==> config.mk <==
export PLATFORM = sky130hd
export DESIGN_NAME = key_event_encoder
export DESIGN_NICKNAME = d
export VERILOG_FILES = /design/src/rtl/key_event_encoder.sv
export SDC_FILE = /design/constraint.sdc
export NUM_CORES = 1
export LEC_CHECK = 0
export CORE_ASPECT_RATIO = 1.1
export CORE_UTILIZATION = 40
export CTS_CLUSTER_DIAMETER = 120
export DETAILED_ROUTE_END_ITERATION = 16
export PLACE_DENSITY = 0.56
export SLEW_MARGIN = 0
export SYNTH_ARGS = -nofsm -noshare
export SYNTH_HDL_FRONTEND = slang
export SYNTH_SLANG_ARGS = --single-unit
==> constraint.sdc <==
create_clock -name clk -period 6.4 [get_ports clk]
set_clock_uncertainty 0.05 [all_clocks]
set_input_delay 1.28 -clock clk [delete_from_list [all_inputs] [get_ports clk]]
set_output_delay 1.28 -clock clk [all_outputs]
set_load 0.01 [all_outputs]
==> src/rtl/key_event_encoder.sv <==
// Key-matrix event encoder: whole-vector debounce, per-key edge scan, and an
// ordered FWFT event FIFO with sticky overflow toward the note/sound logic.
module key_event_encoder #(
  parameter int NUM_KEYS         = 32,
  parameter int DEBOUNCE_SAMPLES = 4,
  parameter int FIFO_DEPTH       = 8
) (
  input  logic                        clk,
  input  logic                        reset,
  input  logic [NUM_KEYS-1:0]         key_pressed,
  input  logic                        sample_valid,
  input  logic                        event_ready,
  output logic                        event_valid,
  output logic [$clog2(NUM_KEYS)-1:0] event_key,
  output logic                        event_press,
  output logic [NUM_KEYS-1:0]         key_state,
  output logic                        overflow,
  input  logic                        clear_overflow
);

  localparam int IDX_W  = $clog2(NUM_KEYS);
  localparam int PTR_W  = $clog2(FIFO_DEPTH);
  localparam int CNT_W  = $clog2(DEBOUNCE_SAMPLES + 1);
  localparam int FCNT_W = $clog2(FIFO_DEPTH + 1);

  typedef enum logic {IDLE, SCAN} state_t;

  state_t              state_q, state_d;
  logic [NUM_KEYS-1:0] key_state_q, key_state_d;
  logic [NUM_KEYS-1:0] cand_q, cand_d;
  logic [NUM_KEYS-1:0] diff_q, diff_d;
  logic [CNT_W-1:0]    count_q, count_d;
  logic [IDX_W-1:0]    idx_q, idx_d;
  logic [PTR_W-1:0]    wr_ptr_q, wr_ptr_d;
  logic [PTR_W-1:0]    rd_ptr_q, rd_ptr_d;
  logic [FCNT_W-1:0]   fcnt_q, fcnt_d;
  logic                overflow_q, overflow_d;

  logic [IDX_W:0]      fifo_mem [FIFO_DEPTH];
  logic                push, push_ok, pop, full;
  logic [IDX_W:0]      push_data;

  // Debounce runs regardless of FSM state; count saturates at the threshold.
  always_comb begin
    cand_d  = cand_q;
    count_d = count_q;
    if (sample_valid) begin
      if (key_pressed == cand_q) begin
        if (count_q != CNT_W'(DEBOUNCE_SAMPLES)) begin
          count_d = count_q + CNT_W'(1);
        end
      end else begin
        cand_d  = key_pressed;
        count_d = CNT_W'(1);
      end
    end
  end

  always_comb begin
    state_d     = state_q;
    key_state_d = key_state_q;
    diff_d      = diff_q;
    idx_d       = idx_q;
    push        = 1'b0;
    push_data   = '0;
    case (state_q)
      IDLE: begin
        if (count_q == CNT_W'(DEBOUNCE_SAMPLES) && cand_q != key_state_q) begin
          key_state_d = cand_q;
          diff_d      = cand_q ^ key_state_q;
          idx_d       = '0;
          state_d     = SCAN;
        end
      end
      SCAN: begin
        // key_state already holds the new vector, so its bit is the press flag.
        push      = diff_q[idx_q];
        push_data = {idx_q, key_state_q[idx_q]};
        idx_d     = idx_q + IDX_W'(1);
        if (idx_q == IDX_W'(NUM_KEYS - 1)) begin
          state_d = IDLE;
        end
      end
      default: state_d = IDLE;
    endcase
  end

  always_comb begin
    full    = (fcnt_q == FCNT_W'(FIFO_DEPTH));
    pop     = (fcnt_q != '0) && event_ready;
    push_ok = push && (!full || pop);
    wr_ptr_d = push_ok ? wr_ptr_q + PTR_W'(1) : wr_ptr_q;
    rd_ptr_d = pop ? rd_ptr_q + PTR_W'(1) : rd_ptr_q;
    fcnt_d   = fcnt_q;
    case ({push_ok, pop})
      2'b10:   fcnt_d = fcnt_q + FCNT_W'(1);
      2'b01:   fcnt_d = fcnt_q - FCNT_W'(1);
      default: fcnt_d = fcnt_q;
    endcase
    // A drop in the same cycle as a clear request keeps the flag set.
    overflow_d = overflow_q;
    if (push && !push_ok) begin
      overflow_d = 1'b1;
    end else if (clear_overflow) begin
      overflow_d = 1'b0;
    end
  end

  always_ff @(posedge clk or posedge reset) begin
    if (reset) begin
      state_q     <= IDLE;
      key_state_q <= '0;
      cand_q      <= '0;
      diff_q      <= '0;
      count_q     <= '0;
      idx_q       <= '0;
      wr_ptr_q    <= '0;
      rd_ptr_q    <= '0;
      fcnt_q      <= '0;
      overflow_q  <= 1'b0;
    end else begin
      state_q     <= state_d;
      key_state_q <= key_state_d;
      cand_q      <= cand_d;
      diff_q      <= diff_d;
      count_q     <= count_d;
      idx_q       <= idx_d;
      wr_ptr_q    <= wr_ptr_d;
      rd_ptr_q    <= rd_ptr_d;
      fcnt_q      <= fcnt_d;
      overflow_q  <= overflow_d;
    end
  end

  // Storage has no reset; occupancy alone decides what is valid.
  always_ff @(posedge clk) begin
    if (push_ok) begin
      fifo_mem[wr_ptr_q] <= push_data;
    end
  end

  assign event_valid              = (fcnt_q != '0);
  assign {event_key, event_press} = fifo_mem[rd_ptr_q];
  assign key_state                = key_state_q;
  assign overflow                 = overflow_q;

endmodule
==> metrics.csv, run 1 <==
stage;metric;value;unit
worst_setup_path;critPathLaunch;rd_ptr_q[0];
place;gp_congestion;0.8091;
global_route;grt_max_degree;62;
yosys;syn_avg_cell_area;13.65;um^2
routing;postRouteAntennaNets;0;
global_route;grt_pass1_wl;27410;um
die;rows;52;
worst_setup_path;crit_fanout;14;
clock_network;cts_setup_buffers;0;
routing;wl;17200;um
yosys;yosys.area.top_type;dfrtp_1;
final_layout;final_common_cell;dfrtp_1;
worst_setup_path;crit-reg2reg-launch;idx_q[0];
global_route;grt_pass1_vias;4876;
worst_setup_path;reg2reg_slack;2550;ps
worst_setup_path;timing.rr.end;fcnt_q[3];
clock_network;cts_root_buffer;clkbuf_16;
sta;fin_ws;2382;ps
power;finalPower;2.515;mW
final_layout;drive_gt1_frac;0.1505;
die;start_util;0.4143;
routing;wire_per_inst;19.23;um
clock_network;cts_tree;yes;
power;leakagePower;3.835;nW
die;design.portCount;77;
routing;drt_iter0_markers;224;
sta;hold_viol_final;0;
final_layout;final_cell_mix;dfrtp_1 (116), clkdlybuf4s50_1 (76), edfxtp_1 (48);
global_route;grt_overflow;0;
die;core-area;18610;um^2
worst_setup_path;reg2regPathDepth;12;
worst_setup_path;critical_path.cell_chain;mux4_2, mux2_2, clkdlybuf4s50_1;
worst_setup_path;crit_family;flip-flops;
sta;setup_viol;0;
yosys;yosysWarnings;0;
flow_run;max_cap_violations;0;
final_layout;area_growth;20.38;%
clock_network;cts_resized;0;
die;die_h;147.6;um
worst_hold_path;hp-class;flip-flop to flip-flop;
die;die_x;134.4;um
place;pre_cts_slack;2199;ps
yosys;synth-edff-count;48;
yosys;synth-main-ff-cell;dfrtp_1;
die;dieArea;19830;um^2
yosys;ys_seq_elements;164;
worst_setup_path;worstSetupPathType;flip-flop to output pin;
worst_setup_path;crit_buf_inv;1;
sta;rsz0062_at_grt;no;
yosys;synth_area_leaders;dfrtp_1 (38%), edfxtp_1 (19%), mux4_2 (6.4%);
final_layout;insertedDiodeCount;0;
clock_network;cts_hold_buf;0;
clock_network;cts_max_level;4;
final_layout;design_area;9281;um^2
clock_network;clk_pin_slew;70;ps
worst_setup_path;startpoint_type;flip-flop;
power;p_per_area;271.0;nW/um^2
yosys;ys_seq_area_frac;0.5635;
yosys;synth_cell_type_count;47;
worst_setup_path;slowest_delay;890;ps
sta;setup-tns-final;0;ps
clock_network;clk_path_buf_depth;2;
global_route;grt.total_usage;0.1863;
sta;finalCritPeriodShare;0.6278;
final_layout;fillers;1656;
worst_setup_path;cpMaxStageDelayCell;dfrtp_1;
sta;tightest_slew;1007;ps
routing;via_per_inst;5.206;
place;dp_hpwl;12630;um
place;portBuffers;76;
place;placed_area;8676;um^2
yosys;yosysTopAreaCellShare;0.3765;
yosys;async_flop_share;0.7073;
yosys;syn_area;7710;um^2
worst_hold_path;hold-path-cell-count;2;
run_status;outcome;complete, no violations;
sta;slew_headroom;0.3236;
worst_hold_path;hold_path_startpoint;diff_q[12];
worst_setup_path;cp-end-kind;output pin;
sta;timing.fmax;248.9;MHz
routing;vias;4654;
sta;drv_slew;0;
clock_network;insertion_delay;430;ps
global_route;antenna_found_initial;0;
worst_setup_path;critPathRequiredTime;5070;ps
routing;drc_errors;0;
clock_network;numCtsBuffers;17;
worst_setup_path;cp_data_arrival_time;2690;ps
yosys;syn_nets;611;
worst_hold_path;min_to;diff_q[12];
power;ir_drop;174.9;uV
routing;firstDrtPassIters;4;
yosys;syn_inst;565;
clock_network;cts.sinks;164;
sta;min_period;4018;ps
final_layout;nets;684;
-- per-layer routing --
metal	vias up	GRT usage	share of wire
met4	0	0.07809	0.024
li1	2213	-	-
met3	24	0.03361	0.027
met5	-	0	0
met1	2333	0.2297	0.43
met2	84	0.3210	0.52
-- power by group --
group	switching (mW)	internal, mW
Clock	0.442	0.593
Sequential	0.0965	1.11
Combinational	0.118	0.152
-- synthesized netlist by cell type, types with 2 or more instances --
cell type and instances:
a21oi_1 39, a22o_1 4, a22oi_1 4, and2_1 5, and3_1 2, buf_2 11
buf_4 3, clkbuf_1 10, dfrtp_1 116, edfxtp_1 48, ha_1 8, inv_1 10
mux2_1 42, mux2_2 32, mux2i_1 20, mux4_2 22, nand2_1 8, nand2b_1 4
nand3_1 12, nand3b_1 3, nand4_1 10, nor2_1 42, nor2b_1 2, nor3_1 2
nor4_1 10, o21ai_0 3, o22ai_1 2, or2_2 2, or3_1 2, xnor2_1 36
xor2_1 35
-- final cells by class --
| class | count | area (um^2) | area share |
|---|---|---|---|
| inverters | 10 | 40.04 | 0.004314 |
| clock inverters | 13 | 130.1 | 0.01402 |
| well taps | 243 | 304.0 | 0.03276 |
| flip-flops and latches | 164 | 4344 | 0.4681 |
| clock buffers | 19 | 475.5 | 0.05123 |
| multi-input cells | 364 | 3189 | 0.3436 |
| repair buffers | 81 | 798.3 | 0.08601 |
-- worst min-delay path: cells and delay by family, from the launching register on --
family | cells | cell delay [ps]
and+or+nand+nor | 1 | 50
DFF | 1 | 340
AOI/OAI and AO/OA | 1 | 100
-- per-stage QoR --
step | util | hold WS, ps | std cells
floorplan | - | 434.4 | 565
CTS | 0.4988 | 480.4 | 894
global route | 0.4988 | 503.8 | 894
detailed placement | 0.4662 | 465.8 | 862
global placement | 0.4662 | 451.5 | 862
finish | 0.4988 | 474.4 | 894
-- registers in the layout, summed over array words and instances (netlist names) --
register,flops
cand_q,32
count_q,3
diff_q,32
fcnt_q,4
fifo_mem,48
idx_q,5
key_state,32
overflow,1
rd_ptr_q,3
state_q,1
wr_ptr_q,3
-- cells by family (layout without fill, tap and decap cells) --
kind of cell / count (synthesis) / in the layout / synth area share
muxes: 116 / 116 / 0.1983
buffers and inverters: 37 / 123 / 0.02434
xor gates and xnor gates: 71 / 71 / 0.08065
DFF: 164 / 164 / 0.5635
adders and majority gates: 9 / 9 / 0.01558
and+or+nand+nor: 108 / 108 / 0.07076
AOI/OAI and AO/OA: 60 / 60 / 0.04690
-- how the worst max path moves through the flow --
| stage | end | cells past startpoint |
|---|---|---|
| floorplan | cand_q[0] | 1 |
| global placement | cand_q[21] | 7 |
| detailed placement | cand_q[23] | 7 |
| CTS | event_key[1] | 3 |
| global route | fcnt_q[3] | 12 |
| finish | event_key[1] | 3 |
Power figures use the tool's default switching activity.
==> run 2, diff against run 1 <==
Settings changed: PLACE_DENSITY 0.56 to 0.59.
Clock period 6.4 ns to 3.5 ns, I/O delays scaled along.
==> run 2 against run 1 <==
First-iteration DRC count increased by 21%. Power increased by 78%. Clock power increased by 70%. Sequential power increased by 80%.
==> metrics.csv, run 2 (synthesis results as in run 1) <==
stage;metric;value;unit;change
sta;slew_headroom;0.2881;;was 0.3236
sta;min_period;3240;ps;
place;dp_hpwl;13000;um;was 12,630 um
die;rows;52;;unchanged
flow_run;max_cap_violations;0;;unchanged
worst_setup_path;startpoint_type;flip-flop;;unchanged
run_status;outcome;complete, no violations;;unchanged
power;leakagePower;3.875;nW;was 3.835 nW
final_layout;final_cell_mix;dfrtp_1 (116), clkdlybuf4s50_1 (76), edfxtp_1 (48);;unchanged
global_route;grtUsageMet2;0.3277;;was 0.3210
sta;fin_ws;260.2;ps;was 2382 ps
global_route;grt.total_usage;0.1921;;was 0.1863
die;dieArea;19830;um^2;unchanged
die;core-area;18610;um^2;unchanged
clock_network;numCtsBuffers;17;;unchanged
clock_network;cts_hold_buf;0;;unchanged
routing;via_per_inst;5.250;;was 5.206
final_layout;area_growth;21.23;%;was 20.38%
final_layout;largest_reg_flops;48;;unchanged
worst_hold_path;hold_path_startpoint;rd_ptr_q[0];;was diff_q[12]
global_route;grt_max_degree;72;;was 62
place;portBuffers;76;;unchanged
global_route;grt_pass1_vias;5161;;was 4,876
power;ir_drop;365.5;uV;was 174.9 uV
global_route;antenna_found_initial;0;;unchanged
global_route;grt_util_met1;0.2387;;was 0.2297
final_layout;regArea;4344;um^2;unchanged
final_layout;fillers;1651;;was 1,656
worst_hold_path;hp-class;flip-flop to flip-flop;;unchanged
final_layout;drive_gt1_frac;0.1606;;was 0.1505
die;design.portCount;77;;unchanged
routing;drt_iter0_markers;272;;was 224
global_route;grt_overflow;0;;unchanged
final_layout;multiInputGateArea;3189;um^2;unchanged
sta;setup_viol;0;;unchanged
routing;postRouteAntennaNets;0;;unchanged
clock_network;cts_tree;yes;;unchanged
final_layout;design_area;9346;um^2;was 9281 um^2
die;die_h;147.6;um;unchanged
place;placed_area;8795;um^2;was 8676 um^2
clock_network;cts.sinks;164;;unchanged
routing;drc_errors;0;;unchanged
sta;tightest_slew;1060;ps;was 1007 ps
final_layout;insertedDiodeCount;0;;unchanged
final_layout;nets;693;;was 684
worst_setup_path;timing.rr.end;fcnt_q[3];;unchanged
global_route;grt_pass1_wl;28300;um;was 27,410 um
sta;setup-tns-final;0;ps;unchanged
worst_hold_path;hold-path-cell-count;1;;was 2
final_layout;utilization;0.5023;;was 0.4988
global_route;gr-usage-met3;0.03395;;was 0.03361
clock_network;insertion_delay;430;ps;about the same
place;pre_cts_slack;287.0;ps;was 2199 ps
clock_network;clk_path_buf_depth;2;;unchanged
routing;wl;17480;um;was 17,200 um
global_route;top_usage_layer;met2;;unchanged
worst_setup_path;reg2regPathDepth;12;;unchanged
sta;rsz0062_at_grt;no;;unchanged
worst_setup_path;critPathLaunch;idx_q[2];;was rd_ptr_q[0]
worst_hold_path;min_to;rd_ptr_q[0];;was diff_q[12]
sta;hold_viol_final;0;;unchanged
worst_setup_path;crit_fanout;14;;unchanged
final_layout;top_register;fifo_mem;;unchanged
power;p_per_area;478.9;nW/um^2;was 271.0 nW/um^2
worst_setup_path;cp_data_arrival_time;3500;ps;was 2690 ps
die;start_util;0.4143;;unchanged
routing;vias;4741;;was 4,654
final_layout;final_common_cell;dfrtp_1;;unchanged
clock_network;cts_max_level;4;;unchanged
clock_network;cts_setup_buffers;0;;unchanged
routing;wire_per_inst;19.36;um;was 19.23 um
sta;finalCritPeriodShare;0.9256;;
sta;timing.fmax;308.7;MHz;
worst_setup_path;reg2reg_slack;260;ps;was 2550 ps
worst_setup_path;cp-end-kind;flip-flop;;was output pin
worst_setup_path;critPathRequiredTime;3760;ps;was 5070 ps
place;gp_congestion;0.8397;;was 0.8091
clock_network;cts_root_buffer;clkbuf_16;;unchanged
power;finalPower;4.476;mW;was 2.515 mW
worst_setup_path;worstSetupPathType;flip-flop to flip-flop;;was flip-flop to output pin
routing;firstDrtPassIters;4;;unchanged
sta;drv_slew;0;;unchanged
die;die_x;134.4;um;unchanged
clock_network;cts_resized;0;;unchanged
clock_network;clk_pin_slew;60;ps;was 70 ps
worst_setup_path;crit-reg2reg-launch;idx_q[2];;was idx_q[0]
run 2: cell types whose count changed in the layout (fill, tap and decap cells not counted), moves of 2 or more:
cell      previous run  this run
buf_12               0         4
buf_4                5        10
clkinv_2             1         5
inv_4                2         0
run 2: area by class of cell:
cell class	count	share of cell area
Sequential cell	164	0.4648
Clock inverter	13	0.01044
Inverter	10	0.004418
Tap cell	243	0.03253
Timing Repair Buffer	90	0.09799
Multi-Input combinational cell	364	0.3412
Clock buffer	19	0.04859
run 2: per-stage QoR:
step           hold WS (ps)  cells
4_1_cts               462.3    903
2_1_floorplan         434.4    565
5_1_grt               478.1    903
6_report              462.4    903
3_3_place_gp          446.0    871
3_5_place_dp          453.6    871
run 2: how the worst max path moves through the flow:
| stage | cells after the start | slack [ps] | end |
|---|---|---|---|
| 6_report | 12 | 260 | fcnt_q[3] |
| 5_1_grt | 11 | 100 | fcnt_q[3] |
| 4_1_cts | 4 | 270 | event_key[2] |
| 3_5_place_dp | 12 | 290 | fcnt_q[3] |
| 3_3_place_gp | 12 | 430 | fcnt_q[3] |
| 2_1_floorplan | 15 | 600 | fcnt_q[3] |
run 2: power breakdown:
part           leakage [nW]  internal [mW]  switching, mW  total (mW)
registers              2.09           2.04          0.139        2.18
clock network         0.279          0.960          0.792        1.75
logic                  1.51          0.291          0.255       0.546
total                  3.87           3.29           1.19        4.48
run 2: layer usage:
metal	vias to the layer above	routed length (um)	part of all wire
met5	-	0	0
met4	0	517	0.030
met3	24	531	0.030
met2	100	8906	0.51
met1	2390	7524	0.43
li1	2227	-	-
run 2: worst max-delay path, cell delays in order (launching register included):
cell and delay (ps):
dfrtp_1 670, nor2b_1 360, a22oi_1 140, nand3_1 110, a41oi_2 150, or2_2 320
inv_1 90, ha_1 230, a21o_1 180, a21oi_1 310, or3_1 160, mux2i_1 60
a311o_1 260
==> run 3, diff against run 2 <==
Settings changed: SLEW_MARGIN 0 to 20.
==> run 3 against run 2 <==
Non-clock buffer count unchanged. Sequential share of layout area hardly changed. Final area about the same. Sequential power hardly changed. Worst setup slack better by 3.9 ps. Global-route usage unchanged. Maximum frequency grew 0.12%. Largest cell class unchanged. Largest power group unchanged.
==> metrics.csv, run 3 (synthesis results as in run 1) <==
stage;metric;value;unit;change
worst_setup_path;crit_fanout;14;;unchanged
routing;via_per_inst;5.256;;was 5.250
sta;rsz0062_at_grt;no;;unchanged
routing;postRouteAntennaNets;0;;unchanged
power;power.net_switching;1.186;mW;was 1.187 mW
sta;hold_viol_final;0;;unchanged
die;start_util;0.4143;;unchanged
worst_setup_path;critical_path.cell_chain;nor2b_1, a22oi_1, nand3_1, a41oi_2, or2_2, inv_1, ha_1, a21o_1, a21oi_1, or3_1, mux2i_1, a311o_1;;unchanged
routing;firstDrtPassIters;4;;unchanged
clock_network;cts_resized;0;;unchanged
global_route;grt_max_degree;72;;unchanged
global_route;top_usage_layer;met2;;unchanged
global_route;grt_pass1_vias;5161;;unchanged
clock_network;cts_max_level;4;;unchanged
place;placed_area;8795;um^2;unchanged
die;rows;52;;unchanged
clock_network;numCtsBuffers;17;;unchanged
sta;drv_slew;0;;unchanged
clock_network;clk_path_buf_depth;2;;unchanged
final_layout;drive_gt1_frac;0.1621;;was 0.1606
global_route;gr-usage-met3;0.03395;;unchanged
final_layout;final_common_cell;dfrtp_1;;unchanged
final_layout;largest_reg_flops;48;;unchanged
die;design.portCount;77;;unchanged
final_layout;area_growth;21.29;%;was 21.23%
global_route;antenna_found_initial;0;;unchanged
run_status;outcome;complete, no violations;;unchanged
power;finalPower;4.476;mW;about the same
final_layout;fillers;1650;;was 1,651
power;swShare;0.2651;;was 0.2652
power;combPwrFrac;0.122;;about the same
die;die_h;147.6;um;unchanged
clock_network;cts.sinks;164;;unchanged
power;p_per_area;478.6;nW/um^2;was 478.9 nW/um^2
worst_setup_path;crit_family;compound AO/OA/AOI/OAI gates;;unchanged
die;die_x;134.4;um;unchanged
global_route;grt.total_usage;0.1921;;unchanged
global_route;grtUsageMet2;0.3277;;unchanged
worst_setup_path;cpMaxStageDelayCell;dfrtp_1;;unchanged
global_route;grt_util_met1;0.2387;;unchanged
power;clkPwrFrac;0.391;;about the same
clock_network;cts_setup_buffers;0;;unchanged
final_layout;final_cell_mix;dfrtp_1 (116), clkdlybuf4s50_1 (76), edfxtp_1 (48);;unchanged
sta;slew_headroom;0.2910;;was 0.2881
power;leakagePower;3.880;nW;was 3.875 nW
final_layout;nets;693;;unchanged
worst_setup_path;slowest_delay;670;ps;about the same
clock_network;clk_pin_slew;60;ps;about the same
sta;setup-tns-final;0;ps;unchanged
final_layout;insertedDiodeCount;0;;unchanged
routing;wl;17480;um;about the same
worst_setup_path;worstSetupPathType;flip-flop to flip-flop;;unchanged
clock_network;cts_hold_buf;0;;unchanged
clock_network;cts_tree;yes;;unchanged
place;portBuffers;76;;unchanged
power;seqPwrFrac;0.487;;about the same
worst_setup_path;crit_buf_inv;1;;unchanged
worst_setup_path;cp-end-kind;flip-flop;;unchanged
flow_run;max_cap_violations;0;;unchanged
sta;min_period;3236;ps;was 3240 ps
routing;drt_iter0_markers;242;;was 272
final_layout;top_register;fifo_mem;;unchanged
clock_network;insertion_delay;430;ps;about the same
final_layout;design_area;9351;um^2;was 9346 um^2
power;ir_drop;364.8;uV;was 365.5 uV
routing;vias;4746;;was 4,741
routing;wire_per_inst;19.36;um;about the same
die;dieArea;19830;um^2;unchanged
worst_setup_path;cp_data_arrival_time;3500;ps;about the same
global_route;grt_overflow;0;;unchanged
sta;tightest_slew;1055;ps;was 1060 ps
place;gp_congestion;0.8397;;unchanged
clock_network;cts_root_buffer;clkbuf_16;;unchanged
place;dp_hpwl;13000;um;unchanged
power;p_int;3.289;mW;about the same
die;core-area;18610;um^2;unchanged
worst_setup_path;critPathRequiredTime;3760;ps;about the same
worst_setup_path;startpoint_type;flip-flop;;unchanged
global_route;grt_pass1_wl;28300;um;unchanged
routing;drc_errors;0;;unchanged
worst_hold_path;hp-class;flip-flop to flip-flop;;unchanged
sta;finalCritPeriodShare;0.9245;;was 0.9256
sta;timing.fmax;309.0;MHz;was 308.7 MHz
sta;setup_viol;0;;unchanged
[run 3: cell counts in the layout (fill, tap and decap cells not counted)]
Identical to the previous run, type by type.
[run 3: power by group through the flow]
stage | clock (mW) | combinational, mW | sequential (mW)
2_1_floorplan | 0 | 0.412 | 2.15
3_3_place_gp | 0 | 0.540 | 2.21
3_5_place_dp | 0 | 0.558 | 2.22
4_1_cts | 1.79 | 0.560 | 2.18
5_1_grt | 1.87 | 0.604 | 2.19
6_report | 1.75 | 0.546 | 2.18
[run 3: layout make-up]
class / count / area (um^2) / area share
Clock buffer: 19 / 454.2 / 0.04857
Timing Repair Buffer: 90 / 915.9 / 0.09794
Tap cell: 243 / 304.0 / 0.03251
Multi-Input combinational cell: 364 / 3194 / 0.3416
Sequential cell: 164 / 4344 / 0.4645
Inverter: 10 / 41.29 / 0.004415
Clock inverter: 13 / 97.59 / 0.01044
[run 3: worst paths after layout]
check,cells after the start,end,start,slack (ps)
worst max-delay path,12,fcnt_q[3],idx_q[2],260
worst min-delay path,1,rd_ptr_q[0],rd_ptr_q[0],460
worst max register to register,12,fcnt_q[3],idx_q[2],260
worst min register to register,1,rd_ptr_q[0],rd_ptr_q[0],460
max in group asynchronous,3,key_state[15],reset,2370
min in group asynchronous,3,key_state[24],reset,660
[run 3: worst reg2reg max path: stages (launching register included)]
cell	delay (ps)
dfrtp_1	670
nor2b_1	360
a22oi_1	140
nand3_1	120
a41oi_2	150
or2_2	320
inv_1	90
ha_1	230
a21o_1	180
a21oi_1	310
or3_1	160
mux2i_1	60
a311o_1	260
[run 3: per-layer routing]
metal	vias to the layer above	wire, um
met2	106	8920
met3	23	575
met1	2389	7481
li1	2228	-
met4	0	504
met5	-	0
[run 3: metrics by stage]
stage	utilization	instances	hold slack [ps]	setup WS, ps
after detailed placement	0.4726	871	453.6	287.0
final	0.5026	903	462.4	264.2
after global placement	0.4726	871	446.0	426.5
after CTS	0.5023	903	462.3	273.3
after global routing	0.5026	903	478.1	100.4
after floorplan	-	565	434.4	598.4
